### config.mk
export PLATFORM = sky130hd
export DESIGN_NAME = qspi_rom_responder
export DESIGN_NICKNAME = d
export VERILOG_FILES = /design/src/rtl/qspi_pkg.sv /design/src/rtl/qspi_edge_sync.sv /design/src/rtl/qspi_rom_responder.sv
export SDC_FILE = /design/constraint.sdc
export NUM_CORES = 1
export LEC_CHECK = 0
export ABC_AREA = 1
export BUFFER_PORTS_ARGS = -buffer_cell sky130_fd_sc_hd__buf_2
export CORE_ASPECT_RATIO = 0.6
export CORE_MARGIN = 5
export CORE_UTILIZATION = 50
export CTS_CLUSTER_DIAMETER = 30
export DETAILED_ROUTE_END_ITERATION = 12
export GPL_TIMING_DRIVEN = 1
export MAX_ROUTING_LAYER = met4
export PLACE_DENSITY_LB_ADDON = 0.08
export SYNTH_ARGS = -nofsm -noshare
export SYNTH_HDL_FRONTEND = slang
export SYNTH_SLANG_ARGS = --single-unit
### constraint.sdc
create_clock -name clk -period 1.5 [get_ports clk]
set_input_delay 0.075 -clock clk [delete_from_list [all_inputs] [get_ports clk]]
set_output_delay 0.075 -clock clk [all_outputs]
set_load 0.05 [all_outputs]
### src/rtl/qspi_pkg.sv
// Shared constants and state encoding for the QSPI ROM responder.
// Opcode, XIP mode pattern and per-phase nibble counts.
package qspi_pkg;

   localparam logic [7:0] QSPI_CMD_FAST_READ_QIO = 8'hEB;
   localparam logic [1:0] QSPI_MODE_XIP          = 2'b10;

   localparam int ADDR_NIBBLES = 6;
   localparam int MODE_NIBBLES = 2;
   localparam int BYTE_NIBBLES = 2;

   typedef enum logic [2:0] {
      IDLE,
      CMD,
      ADDR,
      MODE,
      DUMMY,
      DATA,
      IGNORE
   } qspi_state_t;

endpackage

### src/rtl/qspi_edge_sync.sv
// Two-flop synchroniser for CS#, SCK and SD[3:0] kept in one bundle,
// plus SCK rise/fall pulses derived from the synchronised SCK.
module qspi_edge_sync (
   input  logic       clk,
   input  logic       rst_n,
   input  logic       select,
   input  logic       sck,
   input  logic [3:0] data,
   output logic       select_s,
   output logic [3:0] data_s,
   output logic       sck_rise,
   output logic       sck_fall
);

   logic [5:0] meta;
   logic [5:0] sync;
   logic       sck_q;

   // CS# resets to its idle (high) level
   always_ff @(posedge clk or negedge rst_n) begin
      if (!rst_n) begin
         meta  <= 6'b10_0000;
         sync  <= 6'b10_0000;
         sck_q <= 1'b0;
      end else begin
         meta  <= {select, sck, data};
         sync  <= meta;
         sck_q <= sync[4];
      end
   end

   assign select_s = sync[5];
   assign data_s   = sync[3:0];
   assign sck_rise = sync[4] & ~sck_q;
   assign sck_fall = ~sync[4] & sck_q;

endmodule

### src/rtl/qspi_rom_responder.sv
// Quad-I/O NOR flash emulator answering Fast Read Quad I/O (0xEB)
// with continuous-read support, served from a synchronous byte memory.
module qspi_rom_responder
   import qspi_pkg::*;
#(
   parameter int ADDR_BITS     = 24,
   parameter int MEM_ADDR_BITS = 16,
   parameter int DUMMY_CLKS    = 4
) (
   input  logic                     clk,
   input  logic                     rst_n,
   input  logic                     spi_select,
   input  logic                     spi_clk,
   input  logic [3:0]               spi_data_in,
   output logic [3:0]               spi_data_out,
   output logic [3:0]               spi_data_oe,
   output logic [MEM_ADDR_BITS-1:0] mem_addr,
   output logic                     mem_rd,
   input  logic [7:0]               mem_data,
   output logic                     xip_active,
   output logic                     cmd_error
);

   logic       select_s;
   logic [3:0] data_s;
   logic       sck_rise;
   logic       sck_fall;

   qspi_edge_sync u_sync (
      .clk      (clk),
      .rst_n    (rst_n),
      .select   (spi_select),
      .sck      (spi_clk),
      .data     (spi_data_in),
      .select_s (select_s),
      .data_s   (data_s),
      .sck_rise (sck_rise),
      .sck_fall (sck_fall)
   );

   qspi_state_t            state, state_n;
   logic [7:0]             cnt, cnt_n;
   logic [7:0]             cmd, cmd_n;
   logic [ADDR_BITS-1:0]   addr, addr_n;
   logic [3:0]             mode_hi, mode_n;
   logic                   xip_n, err_n, rd_n, rd_q;
   logic [3:0]             oe_n, out_n;
   logic [MEM_ADDR_BITS-1:0] maddr_n;
   logic [7:0]             sh, sh_n, pre, pre_n;

   always_ff @(posedge clk or negedge rst_n) begin
      if (!rst_n) begin
         state        <= IDLE;
         cnt          <= '0;
         cmd          <= '0;
         addr         <= '0;
         mode_hi      <= '0;
         xip_active   <= 1'b0;
         cmd_error    <= 1'b0;
         spi_data_oe  <= '0;
         spi_data_out <= '0;
         mem_rd       <= 1'b0;
         mem_addr     <= '0;
         rd_q         <= 1'b0;
         sh           <= '0;
         pre          <= '0;
      end else begin
         state        <= state_n;
         cnt          <= cnt_n;
         cmd          <= cmd_n;
         addr         <= addr_n;
         mode_hi      <= mode_n;
         xip_active   <= xip_n;
         cmd_error    <= err_n;
         spi_data_oe  <= oe_n;
         spi_data_out <= out_n;
         mem_rd       <= rd_n;
         mem_addr     <= maddr_n;
         rd_q         <= mem_rd;
         sh           <= sh_n;
         pre          <= pre_n;
      end
   end

   always_comb begin
      state_n = state;
      cnt_n   = cnt;
      cmd_n   = cmd;
      addr_n  = addr;
      mode_n  = mode_hi;
      xip_n   = xip_active;
      err_n   = cmd_error;
      oe_n    = spi_data_oe;
      out_n   = spi_data_out;
      rd_n    = 1'b0;
      maddr_n = mem_addr;
      sh_n    = sh;
      pre_n   = pre;

      // memory returns data one clk after the strobe
      if (rd_q) begin
         pre_n = mem_data;
         if (state == DUMMY) sh_n = mem_data;
      end

      if (select_s) begin
         state_n = IDLE;
         cnt_n   = '0;
         oe_n    = '0;
         out_n   = '0;
      end else begin
         unique case (state)
            IDLE: state_n = xip_active ? ADDR : CMD;
            CMD: if (sck_rise) begin
               cmd_n = {cmd[6:0], data_s[0]};
               cnt_n = cnt + 8'd1;
               if (cnt == 8'd7) begin
                  cnt_n = '0;
                  if (cmd_n == QSPI_CMD_FAST_READ_QIO) begin
                     state_n = ADDR;
                  end else begin
                     err_n   = 1'b1;
                     state_n = IGNORE;
                  end
               end
            end
            ADDR: if (sck_rise) begin
               addr_n = {addr[ADDR_BITS-5:0], data_s};
               cnt_n  = cnt + 8'd1;
               if (cnt == 8'(ADDR_NIBBLES - 1)) begin
                  cnt_n   = '0;
                  state_n = MODE;
               end
            end
            MODE: if (sck_rise) begin
               cnt_n = cnt + 8'd1;
               if (cnt == 8'(MODE_NIBBLES - 1)) begin
                  xip_n   = (mode_hi[1:0] == QSPI_MODE_XIP);
                  cnt_n   = '0;
                  state_n = DUMMY;
               end else begin
                  mode_n = data_s;
               end
            end
            DUMMY: if (sck_rise) begin
               cnt_n = cnt + 8'd1;
               if (cnt == 8'd0) begin
                  maddr_n = addr[MEM_ADDR_BITS-1:0];
                  rd_n    = 1'b1;
               end
               if (cnt == 8'(DUMMY_CLKS - 1)) begin
                  cnt_n   = '0;
                  state_n = DATA;
               end
            end
            DATA: if (sck_fall) begin
               oe_n = '1;
               if (cnt == 8'(BYTE_NIBBLES - 1)) begin
                  // low nibble out, prefetch the following byte
                  out_n   = sh[3:0];
                  addr_n  = addr + ADDR_BITS'(1);
                  maddr_n = addr_n[MEM_ADDR_BITS-1:0];
                  rd_n    = 1'b1;
                  cnt_n   = '0;
               end else begin
                  sh_n  = pre;
                  out_n = pre[7:4];
                  cnt_n = cnt + 8'd1;
               end
            end
            IGNORE: state_n = IGNORE;
            default: state_n = IDLE;
         endcase
      end
   end

endmodule
---- Word-level counts from Yosys, hierarchy flattened ----
Index checks and enable logic that the tools add are counted.
storage, ports and cells
  bits in registers ....................... 101
  bits in latches ......................... 0
  memory bits (writable) .................. 0
  bits in read-only memories .............. 0
  output and inout bits ................... 27
  logic and storage cells ................. 120
  memories kept ........................... 0
operators by class
  add/subtract/negate cells ............... 2
  multipliers ............................. 0
  divide/modulo/power cells ............... 0
  magnitude comparators ................... 0
  equality and inequality tests ........... 27
  shift operators ......................... 0
  muxes and demuxes ....................... 51
  bitwise logic cells ..................... 7
  reduce and logical (&&, ||, !) cells .... 16
operators by type and width
  kind                                                                      count
  8-bit 2-to-1 mux                                                          16
  24-bit 2-to-1 mux                                                         3
  16-bit 2-to-1 mux                                                         4
  24-bit one-hot mux with 2 select lines                                    1
  8-bit one-hot mux with 5 select lines                                     1
  16-bit one-hot mux with 2 select lines                                    1
  3-bit 2-to-1 mux                                                          10
  4-bit 2-to-1 mux                                                          7
  24-bit by 1-bit adder with 24-bit output (second input constant)          1
  3-bit by 2-bit inequality test with 1-bit output (second input constant)  8
  3-bit one-hot mux with 7 select lines                                     1
  8-bit by 3-bit == test with 1-bit output (second input constant)          2
  6-bit AND reduction                                                       2
  5-bit AND reduction                                                       2
  3-bit == test (second input constant)                                     3
  9-bit AND reduction                                                       1
  8-bit by 1-bit adder with 8-bit output (second input constant)            1
  8-bit by 1-bit == test with 1-bit output (second input constant)          1
  8-bit by 2-bit == test with 1-bit output (second input constant)          1
  8-bit == test (second input constant)                                     1
  8-bit logical NOT                                                         1
  2-bit inequality test (second input constant)                             4
  4-bit AND reduction                                                       2
  2-bit nonzero test                                                        4
  other kinds (14)                                                          25

---- Depth between registers and ports, before layout ----
Gate-level depths: netlist (run 1).
  depth after elaboration ................. 7
  depth in mapped cells ................... 12
  mapped depth without buffers ............ 11

---- Modules after synthesis ----
Synthesis (run 1) repeated with hierarchy kept, for this count alone.
unflattened totals
  cell total of the unflattened synthesis .. 573
  area total of the unflattened synthesis .. 4545.6 µm²
modules (own cells, without submodules)
  module              times used  cells each  area an instance (µm²)  seq. area each (µm²)
  qspi_rom_responder  1           552         4172.8                  1826.8
  qspi_edge_sync      1           21          372.9                   327.8

---- Worst setup path before layout (run 1) ----
No wires, ideal clock.
  path kind ............................... reg2reg
  from .................................... register cnt[1]
  to ...................................... register addr[8]
  setup time .............................. 126 ps
  arrival time ............................ 1436 ps
  required time ........................... 1374 ps
  setup slack ............................. -62 ps
  cell stages (with the launch flop) ...... 11
  buffers on the path ..................... 1
  period minus slack after synthesis ...... 1562 ps
  path through ............................ dfrtp_1 inv_1 ha_1 nand2_1 nor2_4 nand2_2 nand2_2 nand2_2 nor2_8 buf_6 o21ai_0
between the ends
  longest elaborated chain between the ends .. 3
ends and longest elaborated chain
  element                                   RTL line                   source
  from (decl)                               qspi_rom_responder.sv:42   logic [7:0] cnt, cnt_n;
  from (signal assigned)                    qspi_rom_responder.sv:69   cnt <= cnt_n;
  8-bit by 1-bit == test with 1-bit output  qspi_rom_responder.sv:158  if (cnt == 8'(BYTE_NIBBLES - 1)) begin
  2-bit inequality test (no source line)    -
  5-bit AND reduction (no source line)      -
  to (signal assigned)                      qspi_rom_responder.sv:71   addr <= addr_n;
  to (decl)                                 qspi_rom_responder.sv:44   logic [ADDR_BITS-1:0] addr, addr_n;
Every way passes these cells.
A chain may end at the register's enable or synchronous reset.

---- Final worst setup path (run 1) ----
  from .................................... register cnt[1]
  to ...................................... register addr[9]
Same word-level chain as after synthesis.

==> summary.txt, run 1 <==
Run status
  – Status: complete, but fails checks
  – Failing checks: negative setup slack

Flow run
  – Max cap viols: 0

Detailed routing
  – Highest Signal Layer: met4
  – Wirelength per Cell: 14.65 um
  – Post-route ant nets: 0
  – Routed length on met2: 5263 um
  – Vias/cell: 5.246
  – Pre-antenna DRT Iters: 4
  – Post-route DRC violation count: 0
  – Iteration-0 DRC Markers: 398
  – Metal3 WL: 868 um
  – Vias: 4433
  – Drt total wl: 12380 um
  – Metal-1 WL: 6110 um

Clock tree
  – Max clock buf depth: 2
  – Num CTS Buffers: 9
  – Clock Pin Slew Worst Setup and Hold Paths: approximately 0.06 ns
  – Root buffer cell: clkbuf_16
  – Clock insertion delay at the later pin of the skew report: 0.34 ns
  – H-tree depth: 3
  – CTS tree: done
  – CTS Sinks: 86

Floorplanning
  – Core area: 0.008588 mm^2
  – Die area: between 0.01 and 0.015 mm^2
  – Die Span Y: a little over 80 um
  – Row cnt: 26
  – Starting Density: 51.73%
  – Top Ports: 43
  – Width of the chip: around 130 um

Layout
  – Share of post-route cells with drive strength above 1: 35.20%
  – Fill count: 631
  – Layout area overhead: 43.48%
  – # diodes: 0
  – Nets@finish: 748
  – Core Util, Final: 74.23%

Power and ir drop
  – Total power per unit cell area: 1623 mW/mm^2
  – VDD IR max: 1.164 mV
  – Leakage dissipation: 3.218 nW

Setup path
  – Worst setup path class: flop to flop
  – WP data required: 1.73 ns
  – R2R setup slack: -0.19 ns
  – CP Launch Point: cnt[1]
  – Worst setup path end: addr[9]
  – Worst Reg2Reg Path Length in Cells: 11
  – RR Endpoint: addr[9]
  – Reg-to-Reg Start: cnt[1]
  – Crit-path max FO: 7
  – Endpoint class of the critical path: flop
  – Worst Setup Start Kind: flop
  – Critical Path AT: 1.93 ns

STA
  – Unrepaired setup endpoints after global routing: true
  – Fin Clk Skew: 0.006949 ns
  – Slew margin rel.: 72.26%
  – Tightest Pin Transition: between 0.4 and 0.5 ns
  – Tcrit/Tclk final: 112.8%
  – Post-layout minimum cycle time: 1.692 ns
  – Setup Viol. Count Final: 48
  – Final setup TNS: -5.692 ns
  – WHS: approximately 0.21 ns
  – Final Max Slew Viols: 0
  – Final setup margin: -0.1917 ns
  – Hold Violations, Final: 0
  – Max Clk Rate: between 500 and 600 MHz

Global routing
  – First-pass GRT wire length: 20430 um
  – Initial antenna violation count: 0
  – Overflow after GRT: 0
  – Number of global-route vias before repair: approximately 4200
  – Total global-route track usage: 23.30%
  – Pin count of the biggest net entering global routing: 36

Synthesis
  – Commonest cells post-synth: nand2_1, dfrtp_1, inv_1
  – Synth Warn #: 0
  – Synthesized Nets: 597
  – Number of flops mapped to enable cells by yosys: 0
  – Avg Inst Size Synth: 7.700 um^2
  – Fraction of registers with async set/reset: 100.0%
  – Synth Flop Type: dfrtp_1
  – Most frequent cell after synthesis: nand2_1
  – FF+latch count, synth: 86
  – Synthesized instance count: approximately 580
  – Top cell type's share of synthesized area: 47.31%
  – Most area-hungry cell type in the Yosys netlist: dfrtp_1
  – Cell variety after synth: 34
  – Ranking of synthesized cells by area: dfrtp_1, nand2_1, o21ai_0, inv_1, nand3_1
  – Sequential fraction of the synthesis area: between 40% and 50%
  – Synthesized cell area: 0.004443 mm^2

Place
  – DP HPWL: 8421 um
  – IO buf count: 42
  – Routability Congestion: 0.8854
  – Pre-CTS setup slack: -0.1541 ns

Hold path
  – Type of the most critical hold path: primary input to async pin
worst max-delay path, stage by stage, from the launching register on:
cell and delay (ns):
dfrtp_1 0.40, inv_2 0.10, ha_4 0.15, nand2_4 0.05, nor2_4 0.13, nand2_2 0.08
nand2_4 0.07, nand2_4 0.06, nor2_8 0.16, clkinvlp_4 0.20, nand2_1 0.11, nand2_1 0.05
report_power, final:
group | internal (mW) | switching [mW] | total (mW)
clock | 1.29 | 0.905 | 2.19
combinational | 1.87 | 2.84 | 4.71
sequential | 2.95 | 0.491 | 3.44
total | 6.11 | 4.23 | 10.3
placed cells by master (no fill, tap or decap), types with 8 or more instances in the layout:
cell type	netlist	final
nand2_2	9	21
buf_6	3	14
buf_4	5	78
o21ai_0	45	27
dlygate4sd3_1	0	15
nand3_1	38	35
buf_2	4	41
nand2_1	198	178
a21oi_1	9	9
clkbuf_16	0	10
nor2_2	2	11
nand4_1	13	13
o21ai_1	11	22
nor2_4	4	14
inv_1	59	49
o21ai_2	1	8
dfrtp_1	84	80
inv_2	5	10
nor2_1	48	29
what timing repair did:
action,CTS,global route
setup endpoints to repair,51,61
buffers inserted,18,12
hold buffers,15,0
pin swaps,15,31
gates resized for setup,59,82
hold endpoints to repair,42,0
cloned,1,2
area by class of cell:
class                           count  area (um^2)  share of cell area (%)
Multi-Input combinational cell    413         2306                   36.17
Sequential cell                    86         2160                   33.88
Timing Repair Buffer              154         1219                   19.12
Inverter                           64        264.0                   4.141
Clock buffer                       12        236.5                   3.710
Tap cell                          112        140.1                   2.198
Clock inverter                      4        50.05                  0.7851
per-layer routing:
metal  GRT usage, %  vias to the layer above
li1               -                     2155
met1          34.74                     2116
met2          31.91                      143
met3          5.676                       19
met4          5.415                        0
met5              -                        -
logic make-up after synthesis:
kind of cell | Yosys count | share of synthesized area (%)
AO/OA/AOI/OAI | 81 | 10.14
multiplexers | 4 | 1.014
adder cells (fa/ha/maj) | 4 | 1.126
buffers and inverters | 79 | 7.716
flip-flops | 86 | 48.49
AND/OR/NAND/NOR | 323 | 31.51
worst min-delay path by stage:
stage / start / end / slack, ns / cells past startpoint
4_1_cts: rst_n / mem_addr[0] / 0.22 / 2
6_report: rst_n / cnt[5] / 0.21 / 2
3_3_place_gp: rst_n / cnt[6] / 0.03 / 1
2_1_floorplan: rst_n / addr[0] / -0.22 / 0
5_1_grt: rst_n / cnt[6] / 0.27 / 2
3_5_place_dp: rst_n / cnt[6] / 0.04 / 1
sequential cells by signal, summed over array words and instances, names as in the netlist, 6 cells and up:
register     cells
mem_addr        16
addr            16
cmd              7
u_sync.meta      6
pre              8
u_sync.sync      6
cnt              8
metrics by stage:
| stage | cell area [um^2] | cells | power, mW |
|---|---|---|---|
| finish | 6375 | 845 | 10.35 |
| global route | 6375 | 845 | 11.04 |
| CTS | 6020 | 832 | 9.892 |
| detailed placement | 5249 | 782 | 7.198 |
| global placement | 5249 | 782 | 7.111 |
| floorplan | 4468 | 577 | 5.794 |
Power figures use the tool's default switching activity.
==> run 2: changes to the inputs <==
--- a/config.mk
+++ b/config.mk
@@ -5,7 +5,6 @@
 export SDC_FILE = /design/constraint.sdc
 export NUM_CORES = 1
 export LEC_CHECK = 0
-export ABC_AREA = 1
 export BUFFER_PORTS_ARGS = -buffer_cell sky130_fd_sc_hd__buf_2
 export CORE_ASPECT_RATIO = 0.6
 export CORE_MARGIN = 5
==> summary.txt, run 2 <==
Global routing
  – Total global-route track usage: 25.17% (+1.9 points)
  – Overflow after GRT: 0 (unchanged)
  – Pin count of the biggest net entering global routing: 37 (+2.8%)
  – Initial antenna violation count: 0 (unchanged)
  – Number of global-route vias before repair: 4014 (-4.2%)
  – First-pass GRT wire length: 21490 um (+5.2%)

Power and ir drop
  – Sequential share of power: 44.4% (+11 points)
  – Sw frac: 24.51% (-16 points)
  – Total power per unit cell area: 829.0 mW/mm^2 (-49%)
  – Leakage dissipation: 3.041 nW (-5.5%)
  – Logic gate share of total power: 14.1% (-31 points)
  – Clock Power Share: 41.5% (+20 points)
  – VDD IR max: 0.6148 mV (-47%)
  – Int Power: 4.271 mW (-30%)
  – Overall power: 5.658 mW (-45%)
  – Switching power: 1.387 mW (-67%)

Hold path
  – Type of the most critical hold path: primary input to async pin

Synthesis
  – Top cell type's share of synthesized area: 47.55% (+0.24 points)
  – Most frequent cell after synthesis: dfrtp_1
  – Sequential fraction of the synthesis area: 48.74% (+0.25 points)
  – Cell variety after synth: 63 (+85%)
  – Synthesized cell area: 0.004420 mm^2 (-0.51%)
  – Most area-hungry cell type in the Yosys netlist: dfrtp_1
  – Commonest cells post-synth: dfrtp_1, nor2_1, a21oi_1
  – Synth Warn #: 0 (unchanged)
  – Avg Inst Size Synth: 10.52 um^2 (+37%)
  – Number of flops mapped to enable cells by yosys: 0 (unchanged)
  – Synth Flop Type: dfrtp_1
  – Ranking of synthesized cells by area: dfrtp_1, mux2_2, a21oi_1, nor2_1, a21oi_2
  – Synthesized Nets: 440 (-26%)
  – Synthesized instance count: 420 (-27%)
  – FF+latch count, synth: 86 (unchanged)
  – Fraction of registers with async set/reset: 100.0% (unchanged)

Clock tree
  – CTS tree: done
  – Max clock buf depth: 2 (unchanged)
  – Num CTS Buffers: 9 (unchanged)
  – CTS Sinks: 86 (unchanged)
  – Clock insertion delay at the later pin of the skew report: 0.35 ns (about the same)
  – Clock Pin Slew Worst Setup and Hold Paths: 0.06 ns (about the same)
  – Root buffer cell: clkbuf_16
  – H-tree depth: 3 (unchanged)

STA
  – Max Clk Rate: 504.8 MHz (-15%)
  – Slew margin rel.: 68.59% (-3.7 points)
  – Final setup margin: -0.4808 ns (-0.2891 ns)
  – Tcrit/Tclk final: 132.1% (+19 points)
  – Tightest Pin Transition: 0.4672 ns (+0.05112 ns)
  – Unrepaired setup endpoints after global routing: true
  – Setup Viol. Count Final: 63 (+31%)
  – Final setup TNS: -20.44 ns (-14.75 ns)
  – Final Max Slew Viols: 0 (unchanged)
  – Fin Clk Skew: 0.007292 ns (+0.0003436 ns)
  – Hold Violations, Final: 0 (unchanged)
  – Post-layout minimum cycle time: 1.981 ns (+0.2891 ns)

Floorplanning
  – Top Ports: 43 (unchanged)
  – Starting Density: 51.67% (-0.067 points)
  – Row cnt: 26 (unchanged)
  – Core area: 0.008556 mm^2 (-0.38%)
  – Die area: 0.01088 mm^2 (-0.46%)
  – Die Span Y: 82.83 um (-0.23%)
  – Width of the chip: 131.4 um (-0.24%)

Detailed routing
  – Post-route ant nets: 0 (unchanged)
  – Iteration-0 DRC Markers: 359 (-9.8%)
  – Drt total wl: 13050 um (+5.4%)
  – Vias/cell: 5.718 (+9.0%)
  – Pre-antenna DRT Iters: 5 (+1)
  – Post-route DRC violation count: 0 (unchanged)
  – Vias: 4048 (-8.7%)
  – Wirelength per Cell: 18.44 um (+26%)

Layout
  – Share of post-route cells with drive strength above 1: 53.69% (+18 points)
  – # diodes: 0 (unchanged)
  – Most frequent cells in the layout: buf_4, dfrtp_1, buf_2
  – Fill count: 516 (-18%)
  – Nets@finish: 611 (-18%)
  – Finished Cell Area: 0.006825 mm^2 (+7.1%)
  – Layout area overhead: 54.40%
  – Largest registers: addr (16), mem_addr (16)
  – Commonest non-fill, non-tap cell in the layout: buf_4

Setup path
  – Crit-path max FO: 7 (unchanged)
  – Worst setup path class: flop to flop
  – WP data required: 1.79 ns (+0.06 ns)
  – Worst Setup Start Kind: flop
  – Critical Path AT: 2.27 ns (+0.34 ns)
  – Endpoint class of the critical path: flop

Place
  – DP HPWL: 8527 um (+1.2%)
  – Routability Congestion: 0.9244 (+4.4%)
  – Post-DP Area: 0.005574 mm^2 (+6.2%)
  – IO buf count: 42 (unchanged)

Flow run
  – Max cap viols: 0 (unchanged)

Run status
  – Status: complete, but fails checks
  – Failing checks: negative setup slack
run 2: worst max-delay path, cell delays in order, from the launching register on:
cell       delay, ns
dfrtp_2         0.43
ha_4            0.17
nor4b_4         0.13
buf_4           0.15
a2111oi_4       0.37
a31oi_4         0.13
a2111oi_2       0.40
a221o_1         0.15
run 2: final timing paths:
kind                           startpoint              to  slack (ns)  cells past startpoint
max                                cnt[0]          cnt[3]       -0.48                      7
min                                 rst_n          pre[1]        0.23                      2
max reg2reg                        cnt[0]          cnt[3]       -0.48                      7
min reg2reg                u_sync.meta[4]  u_sync.sync[4]        0.35                      0
max in group asynchronous           rst_n    mem_addr[12]        0.67                      3
min in group clk           u_sync.meta[4]  u_sync.sync[4]        0.35                      0
run 2: power by group through the flow:
stage	registers (mW)	logic, mW	clock network, mW
after floorplan	2.54	0.320	0
after global placement	2.53	0.609	0
after detailed placement	2.54	0.622	0
after CTS	2.50	0.767	2.38
after global routing	2.52	0.859	2.51
final	2.51	0.797	2.35
run 2: cell type report:
type                    instances  area (um^2)  share of cell area (%)
repair buffers                189         1592                   23.32
inverters                       9        43.79                  0.6416
well taps                     112        140.1                   2.053
clock inverters                 4        53.80                  0.7883
clock buffers                  12        266.5                   3.905
multi-input cells             296         2570                   37.65
flip-flops and latches         86         2160                   31.64
run 2: timing repair:
| action | 4_1_cts | 5_1_grt |
|---|---|---|
| gates resized for setup | 80 | 56 |
| setup buffers | 22 | 6 |
| pin swaps | 27 | 18 |
| hold endpoints to repair | 46 | 0 |
| hold buffers | 15 | 0 |
| cloned | 4 | 1 |
| setup endpoints to repair | 63 | 64 |
run 2: cell families (layout without fill, tap and decap cells):
logic type / Yosys count / in the layout / synth area share, %
simple gates: 134 / 134 / 16.19
flops: 86 / 86 / 48.74
fa+ha+maj: 4 / 4 / 1.132
compound gates: 115 / 115 / 19.16
mux: 27 / 27 / 6.595
buf+inv: 38 / 214 / 4.585
xor+xnor: 16 / 16 / 3.595
run 2: metal layers:
layer / track usage [%] / up-vias / wire [um]
li1: - / 1858 / -
met1: 39.37 / 2024 / 6483
met3: 5.737 / 25 / 988
met2: 33.01 / 141 / 5430
met5: - / - / 0
met4: 5.415 / 0 / 149
run 2: metrics by stage:
stage / utilization [%] / setup slack [ns] / instances / hold slack [ns]
6_report: 79.77 / -0.4808 / 708 / 0.2293
5_1_grt: 79.77 / -0.5566 / 708 / 0.2836
4_1_cts: 77.35 / -0.4455 / 706 / 0.2385
3_5_place_dp: 65.15 / -0.4947 / 652 / 0.06633
3_3_place_gp: 65.15 / -0.4142 / 652 / 0.06069
2_1_floorplan: - / -0.3746 / 420 / -0.2206
